### src/rtl/manchester_frame_encoder.sv
// Manchester thermostat frame transmitter: {preamble, id, room, set} sent MSB first.
// Define FRAME_CRC8_EN to append a CRC-8 (poly 0x07) over the 64 payload bits.
module manchester_frame_encoder #(
  parameter int          HALF_BIT_CYCLES = 8,
  parameter logic [31:0] PREAMBLE        = 32'hAAAA_AAA5,
  parameter int          GAP_HALF_BITS   = 16,
  parameter logic        IDLE_LEVEL      = 1'b0
) (
  input  logic        clock,
  input  logic        reset,
  input  logic        start,
  input  logic [31:0] thermostat_id,
  input  logic [15:0] room_temp,
  input  logic [15:0] set_temp,
  output logic        serial_out,
  output logic        bit_strobe,
  output logic        busy,
  output logic        done
);

`ifdef FRAME_CRC8_EN
  localparam int FRAME_BITS = 104;
`else
  localparam int FRAME_BITS = 96;
`endif
  localparam int PRESC_W = (HALF_BIT_CYCLES > 1) ? $clog2(HALF_BIT_CYCLES) : 1;
  localparam int GAP_W   = $clog2(GAP_HALF_BITS + 1);
  localparam logic [PRESC_W-1:0] PRESC_LAST = PRESC_W'(HALF_BIT_CYCLES - 1);
  localparam logic [GAP_W-1:0]   GAP_LAST   = GAP_W'(GAP_HALF_BITS - 1);
  localparam logic [6:0]         BIT_LAST   = 7'(FRAME_BITS - 1);

  typedef enum logic [1:0] {IDLE, SEND, GAP} state_t;

  state_t                state;
  logic [FRAME_BITS-1:0] shift_reg;
  logic [PRESC_W-1:0]    presc;
  logic [6:0]            bit_cnt;
  logic                  second_half;
  logic [GAP_W-1:0]      gap_cnt;
  logic [63:0]           payload;
  logic [FRAME_BITS-1:0] frame_word;

  assign payload = {thermostat_id, room_temp, set_temp};

`ifdef FRAME_CRC8_EN
  // CRC is precomputed from the live field inputs so it is captured together with them.
  function automatic logic [7:0] crc8(input logic [63:0] data);
    logic [7:0] crc;
    crc = 8'h00;
    for (int i = 63; i >= 0; i--) begin
      if (crc[7] ^ data[i]) crc = {crc[6:0], 1'b0} ^ 8'h07;
      else                  crc = {crc[6:0], 1'b0};
    end
    return crc;
  endfunction

  assign frame_word = {PREAMBLE, payload, crc8(payload)};
`else
  assign frame_word = {PREAMBLE, payload};
`endif

  // First half of each cell carries the inverted bit, second half the bit itself.
  always_ff @(posedge clock or posedge reset) begin
    if (reset) begin
      state       <= IDLE;
      shift_reg   <= '0;
      presc       <= '0;
      bit_cnt     <= '0;
      second_half <= 1'b0;
      gap_cnt     <= '0;
      serial_out  <= IDLE_LEVEL;
      bit_strobe  <= 1'b0;
      busy        <= 1'b0;
      done        <= 1'b0;
    end else begin
      bit_strobe <= 1'b0;
      done       <= 1'b0;
      case (state)
        IDLE: begin
          serial_out <= IDLE_LEVEL;
          if (start) begin
            shift_reg   <= frame_word;
            serial_out  <= ~frame_word[FRAME_BITS-1];
            bit_strobe  <= 1'b1;
            busy        <= 1'b1;
            presc       <= '0;
            bit_cnt     <= '0;
            second_half <= 1'b0;
            state       <= SEND;
          end
        end
        SEND: begin
          if (presc != PRESC_LAST) begin
            presc <= presc + 1'b1;
          end else begin
            presc <= '0;
            if (!second_half) begin
              second_half <= 1'b1;
              serial_out  <= shift_reg[FRAME_BITS-1];
            end else if (bit_cnt == BIT_LAST) begin
              second_half <= 1'b0;
              gap_cnt     <= '0;
              serial_out  <= IDLE_LEVEL;
              state       <= GAP;
            end else begin
              second_half <= 1'b0;
              bit_cnt     <= bit_cnt + 7'd1;
              shift_reg   <= {shift_reg[FRAME_BITS-2:0], 1'b0};
              serial_out  <= ~shift_reg[FRAME_BITS-2];
              bit_strobe  <= 1'b1;
            end
          end
        end
        GAP: begin
          serial_out <= IDLE_LEVEL;
          if (presc != PRESC_LAST) begin
            presc <= presc + 1'b1;
          end else begin
            presc <= '0;
            if (gap_cnt == GAP_LAST) begin
              done  <= 1'b1;
              busy  <= 1'b0;
              state <= IDLE;
            end else begin
              gap_cnt <= gap_cnt + 1'b1;
            end
          end
        end
        default: state <= IDLE;
      endcase
    end
  end

endmodule
### config.mk
export PLATFORM = sky130hd
export DESIGN_NAME = manchester_frame_encoder
export DESIGN_NICKNAME = d
export VERILOG_FILES = /design/src/rtl/manchester_frame_encoder.sv
export SDC_FILE = /design/constraint.sdc
export NUM_CORES = 1
export LEC_CHECK = 0
export BUFFER_PORTS_ARGS = -buffer_cell sky130_fd_sc_hd__buf_2
export CAP_MARGIN = 10
export CORE_MARGIN = 1.5
export CORE_UTILIZATION = 40
export CTS_BUF_LIST = sky130_fd_sc_hd__clkbuf_8
export DETAILED_ROUTE_END_ITERATION = 7
export PLACE_DENSITY = 0.63
export SETUP_SLACK_MARGIN = 0.15
export SLEW_MARGIN = 20
export SYNTH_ARGS = -nofsm -noshare
export SYNTH_HDL_FRONTEND = slang
export SYNTH_SLANG_ARGS = --single-unit
### constraint.sdc
create_clock -name clock -period 9.04 [get_ports clock]
set_input_delay 1.356 -clock clock [delete_from_list [all_inputs] [get_ports clock]]
set_output_delay 1.356 -clock clock [all_outputs]
set_load 0.03 [all_outputs]
== Word level (Yosys, flattened, before mapping) ==
Cells that the tools add are included.
Storage, ports and cells
  RAM bits: 0
  memories: 0
  bits in latches: 0
  output and inout bits: 4
  word-level logic and storage cells: 88
  memory bits (read-only): 0
  input port bits: 67
  register bits after elaboration: 118
Cells by class
  equal/unequal tests: 13
  add/subtract/negate cells: 3
  bitwise gates (word level): 1
  reductions and logical operators: 15
  divide/modulo/power cells: 0
  multiply operators: 0
  shift-type cells: 0
  muxes and demuxes: 46
  order comparisons: 0
Operators by type and width (count)
  96-bit two-way mux: 4
  96-bit one-hot mux with 2 select lines: 1
  7-bit two-way mux: 4
  5-bit two-way mux: 5
  1-bit two-way mux: 16
  2-bit inequality test (second input constant): 8
  7-bit one-hot mux with 2 select lines: 1
  2-bit two-way mux: 6
  6-bit AND reduction: 2
  5-bit one-hot mux with 2 select lines: 1
  2-bit nonzero test: 5
  1-bit one-hot mux with 2 select lines: 4
  7-bit by 1-bit adder with 7-bit output (second input constant): 1
  7-bit == test (second input constant): 1
  3-bit two-way mux: 2
  2-bit one-hot mux with 3 select lines: 1
  3-bit one-hot mux with 2 select lines: 1
  5-bit by 1-bit adder with 5-bit output (second input constant): 1
  5-bit by 4-bit == test with 1-bit output (second input constant): 1
  5-bit AND reduction: 1
  2-bit AND reduction: 2
  4-bit AND reduction: 1
  2-bit OR reduction: 2
  3-bit by 1-bit adder with 3-bit output (second input constant): 1
  other kinds (6): 6

== Logic depth before layout (Yosys ltp) ==
Gate-level depths: netlist (run 1).
  depth after elaboration: 5
  mapped depth: 9
  mapped depth without buffers: 7

== Least setup slack after synthesis (run 1) ==
Ideal clock, no wire load.
  path kind: input port to flip-flop
  start: input port start
  end: register shift_reg[10]
  required time: 8914 ps
  buffers on the path: 3
  setup time: 126 ps
  stages: 7
  path slack: 6542 ps
  arrival: 2372 ps
  path through: nor2b_1 > buf_2 > a21oi_2 > o21ai_2 > buf_6 > buf_6 > a221o_1
On the way
  word-level cells in the longest chain between the ends: 2
RTL lines
  start, declared: RTL line 11  | input logic start,
  2-bit inequality test (no source line)
  5-bit AND reduction (no source line)
  end signal, assigned: RTL line 82  | shift_reg <= frame_word;
  end signal, assigned: RTL line 108  | shift_reg <= {shift_reg[FRAME_BITS-2:0], 1'b0};
  end, declared: RTL line 35  | logic [FRAME_BITS-1:0] shift_reg;
No other way between the ends.
A chain may end at the register's enable or synchronous reset.

== Final worst setup path (run 1) ==
  start: register state[1]
  end: register shift_reg[64]
On the way
  word-level cells in the longest chain between the ends: 3
  elaborated cells between the ends (all ways): 9
  those cells by class: 5 x eq/ne; 1 x mux; 3 x reduce/logical
RTL lines
  start, declared: RTL line 34  | state_t state;
  start signal, assigned: RTL line 65  | state <= IDLE;
  start signal, assigned: RTL line 89  | state <= SEND;
  start signal, assigned: RTL line 104  | state <= GAP;
  2-bit by 1-bit == test with 1-bit output or 2-bit logical NOT (tied branches): RTL line 78  | case (state)
  2-bit inequality test (no source line) or 2-bit nonzero test (tied branches)
  5-bit AND reduction (no source line)
Parallel ways exist; a longest one is shown, timed or not.

==> results of run 1 <==
## power by group through the flow
stage / Clock [W] / Sequential (W) / Combinational, W
6_report: 0.000537 / 0.000870 / 0.000655
5_1_grt: 0.000575 / 0.000896 / 0.000730
4_1_cts: 0.000548 / 0.000870 / 0.000661
3_5_place_dp: 0 / 0.000875 / 0.000659
3_3_place_gp: 0 / 0.000871 / 0.000636
2_1_floorplan: 0 / 0.000840 / 0.000560
## critical path, cell delays in order, from the launching register on
cell	delay [ns]
dfrtp_1	0.40
inv_1	0.11
ha_1	0.15
buf_4	0.31
nand3_1	0.22
a21oi_2	0.86
nand3_1	0.77
o22a_1	0.39
## metrics by stage
stage | worst slack (ns) | power (W)
6_report | 5.69 | 0.00206
5_1_grt | 5.37 | 0.00220
4_1_cts | 5.73 | 0.00208
3_5_place_dp | 5.37 | 0.00153
3_3_place_gp | 5.44 | 0.00151
2_1_floorplan | 4.55 | 0.00140
## cells in the final DEF, fill, tap and decap left out, types with 2 or more instances in the layout
master | Yosys | routed
buf_4 | 4 | 5
o2bb2ai_1 | 2 | 2
nand2_1 | 9 | 9
and2_1 | 49 | 49
dfrtp_1 | 118 | 118
a31oi_1 | 4 | 4
clkinvlp_4 | 0 | 3
a32o_1 | 3 | 3
a221o_1 | 49 | 49
clkinv_4 | 0 | 2
a22o_1 | 19 | 19
nand3_1 | 6 | 6
a21oi_2 | 1 | 2
nor3_1 | 2 | 2
bufinv_16 | 0 | 4
buf_2 | 11 | 70
nor2_1 | 8 | 6
nand2b_1 | 7 | 7
o22ai_1 | 13 | 13
mux2i_1 | 3 | 3
nor2b_1 | 3 | 3
ha_1 | 9 | 9
o22a_1 | 15 | 15
a21oi_1 | 9 | 8
clkbuf_8 | 0 | 20
a2bb2oi_1 | 14 | 14
nor4b_1 | 2 | 2
nor4_1 | 2 | 2
o21ai_0 | 13 | 13
inv_1 | 6 | 7
nand3b_1 | 2 | 2
## metal layers
| metal | vias up | wire length (µm) | track usage, % |
|---|---|---|---|
| met2 | 70 | 5060 | 25.0 |
| met3 | 15 | 330 | 3.76 |
| li1 | 1749 | - | - |
| met5 | - | 0 | 0 |
| met1 | 1874 | 5060 | 24.0 |
| met4 | 0 | 176 | 7.07 |
## how the worst max path moves through the flow
stage	from	to	slack, ns	cells after the start
after floorplan	reset	bit_cnt[0]	4.55	1
after global placement	start	shift_reg[73]	5.44	5
after detailed placement	start	shift_reg[64]	5.37	5
after CTS	state[1]	shift_reg[64]	5.73	7
after global routing	state[1]	shift_reg[89]	5.37	7
final	state[1]	shift_reg[64]	5.69	7
## layout make-up
cell class / instances / area [µm²]
Clock buffer: 20 / 275
Clock inverter: 12 / 176
Fill cell: 1168 / 6550
Inverter: 7 / 28.8
Multi-Input combinational cell: 264 / 2020
Sequential cell: 118 / 2950
Tap cell: 172 / 215
Timing Repair Buffer: 76 / 399
## cell families (layout without fill, tap and decap cells)
kind of cell               Yosys count  count (layout)
DFF                                118             118
AOI/OAI and AO/OA                  153             153
muxes                                4               4
adders and majority gates            9               9
buffers and inverters               39             115
and+or+nand+nor                     98              98
==> flow_summary.json, run 1 <==
{
  "outcome": "finished, final reports clean",
  "synth_compound_area_share_pct": 24.6,
  "fin_crit_ns": 3.35,
  "gr-total-overflow": 0,
  "place_area_um2": 5620,
  "avgRoutedWirePerCell_um": 15.9,
  "grt_pass1_wl_um": 17900,
  "hold_path_startpoint": "shift_reg[89]",
  "numCtsBuffers": 17,
  "critPathMaxFanout": 30,
  "wirelength_um": 10600,
  "synth_top_family_by_area": "compound AO/OA/AOI/OAI gates",
  "synth-simple-area-share_pct": 11.1,
  "yosys_register_bits": 118,
  "cts.sinks": 118,
  "vias": 3708,
  "syn_avg_cell_area_um2": 12.3,
  "required_ns": 9.36,
  "critPathCaptureType": "flop",
  "ys_types": 50,
  "cp_data_arrival_time_ns": 3.67,
  "antenna_cells": 0,
  "intPower_w": 0.00139,
  "grt_max_degree": 83,
  "rsz0062_at_grt": "no",
  "antenna_found_initial": 0,
  "placementRows": 41,
  "synth.net_count": 497,
  "p_sw_share_pct": 32.3,
  "hold_path.class": "reg2reg",
  "hold_violations": 0,
  "r2r_start": "state[1]",
  "largest_reg_flops": 96,
  "start_kind": "flop",
  "post-cts-setup-buffers": 0,
  "synthArstFlopShare_pct": 100,
  "synthFlopType": "dfrtp_1",
  "setup_viol": 0,
  "final_core_util_pct": 48.1,
  "path_clk_slew_ns": 0.08,
  "rr_worst_depth": 7,
  "die_w_um": 117,
  "synth.area.top_cells": "dfrtp_1 (57%), a221o_1 (9.5%), and2_1 (5.9%)",
  "max_freq_mhz": 298,
  "irDropWorstVdd_mv": 0.132,
  "syn_to_final_growth_pct": 17.3,
  "gr-usage-all-layers_pct": 16.8,
  "cts_resized": 0,
  "dp_cells": 637,
  "slew_headroom_pct": 31.2,
  "dieArea_um2": 13600,
  "place.port_buffers": 70,
  "rrSetupSlack_ns": 5.69,
  "cts_tree": "done",
  "drt_iter0_drc": 285,
  "power_frac_comb_pct": 31.8,
  "yosys_warnings": 0,
  "whs_endpoint": "shift_reg[90]",
  "slew_viol_final": 0,
  "syn_area_um2": 5180,
  "skew_ns": 0.0120,
  "worst_pin_slew_ns": 1.03,
  "dr.pass1.iters": 4,
  "fin_crit_sh_pct": 37.1,
  "htreeDepth": 4,
  "start_util_pct": 41.0,
  "stdcell_area_um2": 6070,
  "core-area_um2": 12600,
  "path_class": "reg2reg",
  "pwr-share-clk_pct": 26.0,
  "synth_edf_count": 0,
  "synth_xor_area_share_pct": 0,
  "synth_adder_area_share_pct": 2.17,
  "yosysMostFrequentCell": "dfrtp_1",
  "muxShareOfSynthArea_pct": 0.797,
  "drc": 0,
  "switchingPower_w": 0.000667,
  "maxCapViolations": 0,
  "final_cell_count_no_fill": 669,
  "yosysSeqAreaShare_pct": 57.0,
  "synth_top_cell_by_area": "dfrtp_1",
  "holdWs_ns": 0.489,
  "cts_hold_buf": 0,
  "io_pins": 71,
  "synth_commonest_cells": "dfrtp_1 (118), a221o_1 (49), and2_1 (49)",
  "routabilityCongestion": 0.770,
  "clockBufferDepth": 2,
  "timing.rr.end": "shift_reg[64]",
  "nets": 560,
  "postRouteAntennaNets": 0,
  "min_path_cells": 1,
  "syn_inst": 421,
  "dp_hpwl_um": 6550,
  "fin_tns_setup_ns": 0,
  "drive_above_1_share_pct": 23.7,
  "clk_latency_ns": 0.44,
  "clockRootBuffer": "clkbuf_8",
  "grt_pass1_vias": 3636,
  "power.density_nw_per_um2": 340,
  "viasPerCell": 5.54,
  "seq_power_share_pct": 42.2,
  "chipHeight_um": 117,
  "synth_top_area_share_pct": 57.0,
  "leakagePower_nw": 2.69
}
Power figures use the tool's default switching activity.
==> inputs of run 2 (changes only) <==
Settings changed: ABC_AREA set to 1, PLACE_DENSITY 0.63 to 0.62.
Clock period 9.04 ns to 3.45 ns, I/O delays scaled along.
==> run 2 against run 1 <==
  * Sequential cell count did not move
  * Hold slack lost 0.24 ns
  * Critical endpoint is now shift_reg[2]
  * Largest power group is now combinational cells
  * Synthesized cell count rose by 91%
==> flow_summary.json, run 2 <==
{
  "routabilityCongestion": 0.774,
  "vias": 5047,
  "path_clk_slew_ns": 0.07,
  "power_frac_comb_pct": 42.2,
  "power_w": 0.00628,
  "io_pins": 71,
  "max_freq_mhz": 446,
  "start_kind": "flop",
  "gr-total-overflow": 0,
  "switchingPower_w": 0.00263,
  "final_core_util_pct": 47.0,
  "syn_to_final_growth_pct": 14.7,
  "postRouteAntennaNets": 0,
  "pwr-share-clk_pct": 22.2,
  "synthArstFlopShare_pct": 100,
  "synth_top_area_share_pct": 49.8,
  "leakagePower_nw": 3.89,
  "intPower_w": 0.00366,
  "synthFlopType": "dfrtp_1",
  "synth.net_count": 882,
  "cts_resized": 0,
  "synth_edf_count": 0,
  "yosys_register_bits": 118,
  "required_ns": 3.82,
  "final_common_cell": "nand2_1",
  "chipHeight_um": 125,
  "timing.rr.end": "shift_reg[2]",
  "clk_latency_ns": 0.44,
  "clockRootBuffer": "clkbuf_8",
  "drive_above_1_share_pct": 15.6,
  "path_class": "reg2reg",
  "wirelength_um": 12900,
  "yosysSeqAreaShare_pct": 49.8,
  "maxCapViolations": 0,
  "slew_viol_final": 0,
  "stdcell_area_um2": 6800,
  "numCtsBuffers": 17,
  "mostFrequentLayoutCells": "nand2_1 (466), dfrtp_1 (118), nand3_1 (98)",
  "rrSetupSlack_ns": 1.21,
  "grt_pass1_wl_um": 23000,
  "nets": 934,
  "hold_path.class": "in2async",
  "seq_power_share_pct": 35.6,
  "grt_max_degree": 81,
  "placementRows": 44,
  "viasPerCell": 4.78,
  "die_w_um": 125,
  "skew_ns": 0.00952,
  "worst_pin_slew_ns": 0.890,
  "grt_pass1_vias": 4864,
  "p_sw_share_pct": 41.8,
  "clockBufferDepth": 2,
  "gr-usage-all-layers_pct": 17.8,
  "setup_viol": 0,
  "dieArea_um2": 15600,
  "place.port_buffers": 70,
  "slew_headroom_pct": 40.5,
  "yosysMostFrequentCell": "nand2_1",
  "syn_area_um2": 5930,
  "syn_inst": 806,
  "dr.pass1.iters": 5,
  "avgRoutedWirePerCell_um": 12.2,
  "yosys_warnings": 0,
  "cts_hold_buf": 0,
  "cts_tree": "done",
  "rr_worst_depth": 9,
  "ys_types": 22,
  "htreeDepth": 4,
  "critPathCaptureType": "flop",
  "largest_reg_flops": 96,
  "holdWs_ns": 0.250,
  "drc": 0,
  "power.density_nw_per_um2": 923,
  "cts.sinks": 118,
  "antenna_cells": 0,
  "place_area_um2": 6370,
  "cp-startpoint": "state[1]",
  "r2r_start": "state[1]",
  "synth_top_cell_by_area": "dfrtp_1",
  "rsz0062_at_grt": "no",
  "fin_tns_setup_ns": 0,
  "core-area_um2": 14500,
  "dp_hpwl_um": 7390,
  "synth.area.top_cells": "dfrtp_1 (50%), nand2_1 (29%), nand3_1 (8.3%)",
  "irDropWorstVdd_mv": 0.726,
  "drt_iter0_drc": 441,
  "fin_crit_sh_pct": 64.9,
  "critPathMaxFanout": 80,
  "synth_commonest_cells": "nand2_1 (466), dfrtp_1 (118), nand3_1 (98)",
  "cp_data_arrival_time_ns": 2.61,
  "syn_avg_cell_area_um2": 7.36,
  "antenna_found_initial": 0,
  "post-cts-setup-buffers": 0,
  "fin_crit_ns": 2.24,
  "start_util_pct": 41.0,
  "crit_end": "shift_reg[2]",
  "outcome": "finished, final reports clean",
  "hold_violations": 0
}
==> run 2: changes by cell type in the layout (fill, tap and decap cells not counted), moves of 7 or more <==
cell,before,now
a221o_1,49,0
a22o_1,19,0
a2bb2oi_1,14,0
and2_1,49,0
inv_1,7,17
nand2_1,9,466
nand2b_1,7,0
nand3_1,6,98
o21ai_0,13,6
o22a_1,15,0
o22ai_1,13,0
or2_2,1,15
==> run 2: layout make-up <==
cell class | instances | area (µm²)
clock buffer | 20 | 275
clock inverter | 12 | 159
fill | 1492 | 7680
inverter | 21 | 82.6
multi-input combinational | 622 | 2650
sequential | 118 | 2950
tap | 184 | 230
timing repair buffer | 78 | 448
==> run 2: power by group through the flow <==
stage | clock [W] | sequential [W] | combinational, W
5_1_grt | 0.00149 | 0.00231 | 0.00311
6_report | 0.00139 | 0.00224 | 0.00265
4_1_cts | 0.00142 | 0.00224 | 0.00270
3_3_place_gp | 0 | 0.00224 | 0.00266
3_5_place_dp | 0 | 0.00225 | 0.00270
2_1_floorplan | 0 | 0.00220 | 0.00225
==> run 2: how the worst min path moves through the flow <==
stage | slack (ns) | to | cells past startpoint
after detailed placement | 0.46 | shift_reg[63] | 2
final | 0.25 | shift_reg[8] | 2
after global placement | 0.45 | shift_reg[63] | 2
after global routing | 0.29 | shift_reg[8] | 2
after CTS | 0.27 | shift_reg[8] | 2
after floorplan | 0.43 | shift_reg[63] | 2
==> run 2: worst max-delay path: stages (launching register included) <==
cell and delay [ns]:
dfrtp_1 0.41, inv_1 0.11, ha_2 0.29, inv_2 0.07
nand2_1 0.09, nand3_2 0.10, nor2_4 0.12, buf_4 0.65
nand3_1 0.17, nand2_1 0.11
==> run 2: kinds of logic (layout without fill, tap and decap cells) <==
group	Yosys count	count (layout)	share of synthesized area, %
adders and majority gates	9	9	1.90
and+or+nand+nor	599	599	41.3
buffers and inverters	66	131	5.57
AOI/OAI and AO/OA	11	11	0.971
xor gates and xnor gates	3	3	0.443
DFF	118	118	49.8
==> run 2: routing by layer <==
layer  part of all wire (%)  track usage, %  wire length [µm]
met5                      0               0                 0
met4                   0.82            5.07               106
met3                    4.3            4.47               560
met2                     45            27.5              5810
met1                     50            24.9              6420
==> run 2: metrics by stage <==
stage | instances | setup WS (ns)
after floorplan | 806 | 1.49
after global routing | 1055 | 0.983
final | 1055 | 1.21
after detailed placement | 1023 | 1.21
after CTS | 1055 | 1.19
after global placement | 1023 | 1.25
==> inputs of run 3 (changes only) <==
Settings changed: ABC_AREA 1 to 0, PLACE_DENSITY 0.62 to 0.63.
Clock period 3.45 ns to 2.2 ns, I/O delays scaled along.
==> run 3 against run 2 <==
  * Register-to-register slack worse by 0.95 ns
  * Cell count fell by 35%
  * Combinational power rose by 15%
  * Hold slack got worse by 0.13 ns
  * Critical endpoint is now shift_reg[46]
==> flow_summary.json, run 3 (synthesized netlist as in run 1, its figures left out) <==
{
  "max_freq_mhz": 515,
  "outcome": "finished, final reports clean",
  "p_sw_share_pct": 32.7,
  "place.port_buffers": 70,
  "seq_power_share_pct": 41.5,
  "start_kind": "flop",
  "hold_violations": 0,
  "fin_tns_setup_ns": 0,
  "largest_reg_flops": 96,
  "routed-wl-met3_um": 381,
  "path_class": "reg2reg",
  "mostFrequentLayoutCells": "dfrtp_1 (118), buf_2 (70), and2_1 (49), a221o_1 (49), a22o_1 (19)",
  "rsz0062_at_grt": "yes",
  "syn_to_final_growth_pct": 22.2,
  "required_ns": 2.51,
  "power.density_nw_per_um2": 1370,
  "final_cell_count_no_fill": 689,
  "grt_max_degree": 51,
  "placementRows": 41,
  "clk_latency_ns": 0.43,
  "drive_above_1_share_pct": 27.7,
  "drt_iter0_drc": 220,
  "clockBufferDepth": 2,
  "gr-usage-all-layers_pct": 18.0,
  "wirelength_um": 11400,
  "wl_met2_um": 5660,
  "chipHeight_um": 117,
  "vias": 3776,
  "pwr-share-clk_pct": 23.3,
  "irDropWorstVdd_mv": 0.539,
  "slew_headroom_pct": 73.6,
  "antenna_found_initial": 0,
  "grt_pass1_wl_um": 18900,
  "worst_pin_slew_ns": 0.395,
  "dp_hpwl_um": 7330,
  "slew_viol_final": 0,
  "viasPerCell": 5.48,
  "drc": 0,
  "numCtsBuffers": 17,
  "nets": 580,
  "nFillCells": 1180,
  "final_common_cell": "dfrtp_1",
  "gr-total-overflow": 0,
  "path_clk_slew_ns": 0.07,
  "routabilityCongestion": 0.847,
  "core-area_um2": 12600,
  "dp_cells": 654,
  "switchingPower_w": 0.00283,
  "power_frac_comb_pct": 35.2,
  "start_util_pct": 41.0,
  "met1Wirelength_um": 5260,
  "fin_crit_sh_pct": 88.3,
  "cp_data_arrival_time_ns": 2.26,
  "io_pins": 71,
  "dieArea_um2": 13600,
  "fin_crit_ns": 1.94,
  "intPower_w": 0.00583,
  "grt_pass1_vias": 3839,
  "critPathMaxFanout": 24,
  "setup_viol": 0,
  "postRouteAntennaNets": 0,
  "skew_ns": 0.0145,
  "die_w_um": 117,
  "clockRootBuffer": "clkbuf_8",
  "maxCapViolations": 0,
  "leakagePower_nw": 2.81,
  "avgRoutedWirePerCell_um": 16.5,
  "cts.sinks": 118,
  "cts_tree": "done",
  "htreeDepth": 4,
  "maxUsedRoutingLayer": "met4",
  "critPathCaptureType": "flop",
  "antenna_cells": 0,
  "hold_path.class": "in2reg",
  "dr.pass1.iters": 5
}
run 3: area by class of cell:
type / count / area (µm²) / share of cell area (%)
flip-flops and latches: 118 / 2950 / 46.7
inverters: 7 / 30.0 / 0.475
multi-input cells: 264 / 2050 / 32.4
repair buffers: 96 / 669 / 10.6
clock buffers: 18 / 248 / 3.92
clock inverters: 14 / 160 / 2.53
well taps: 172 / 215 / 3.40
run 3: critical path, cell delays in order (launching register included):
cell	delay, ns
dfrtp_1	0.41
inv_1	0.10
ha_1	0.23
nor2b_2	0.19
a21oi_2	0.18
o21ai_4	0.13
clkbuf_16	0.21
a221o_1	0.36
run 3: path summary, 6_finish.rpt:
| check | start | end | slack, ns | depth (start not counted) |
|---|---|---|---|---|
| worst max-delay path | state[0] | shift_reg[46] | 0.26 | 7 |
| worst min-delay path | set_temp[0] | shift_reg[0] | 0.12 | 2 |
| worst max register to register | state[0] | shift_reg[46] | 0.26 | 7 |
| worst min register to register | shift_reg[68] | shift_reg[69] | 0.49 | 1 |
| max in group asynchronous | reset | presc[2] | 1.20 | 4 |
| min in group asynchronous | reset | shift_reg[18] | 0.44 | 3 |
run 3: metrics by stage:
stage | power [W] | util [%] | cell area, µm² | hold slack (ns) | setup slack [ns]
final | 0.00866 | 50.1 | 6330 | 0.122 | 0.256
after global placement | 0.00646 | 46.3 | 5850 | 0.343 | 0.182
after floorplan | 0.00575 | - | 5180 | 0.457 | 0.269
after CTS | 0.00865 | 49.7 | 6270 | 0.0861 | 0.157
after detailed placement | 0.00659 | 46.3 | 5850 | 0.348 | 0.0915
after global routing | 0.00925 | 50.1 | 6330 | 0.0934 | 0.145
run 3: power groups by stage:
stage	registers [W]	logic (W)	clock network, W
after global placement	0.00359	0.00287	0
after floorplan	0.00345	0.00230	0
final	0.00359	0.00305	0.00202
after CTS	0.00358	0.00300	0.00207
after global routing	0.00369	0.00337	0.00219
after detailed placement	0.00360	0.00299	0
run 3: routing by layer:
| metal | track usage (%) | vias up |
|---|---|---|
| li1 | - | 1791 |
| met1 | 24.2 | 1912 |
| met2 | 27.8 | 69 |
| met3 | 5.72 | 4 |
| met4 | 6.18 | 0 |
| met5 | 0 | - |
run 3: what timing repair did:
item | 4_1_cts | 5_1_grt
setup endpoints to repair | 83 | 98
pin swaps | 0 | 4
gates resized for setup | 1 | 8
hold buffers | 1 | 0
gates cloned | 0 | 1
hold endpoints to repair | 11 | 0
setup buffers | 0 | 1
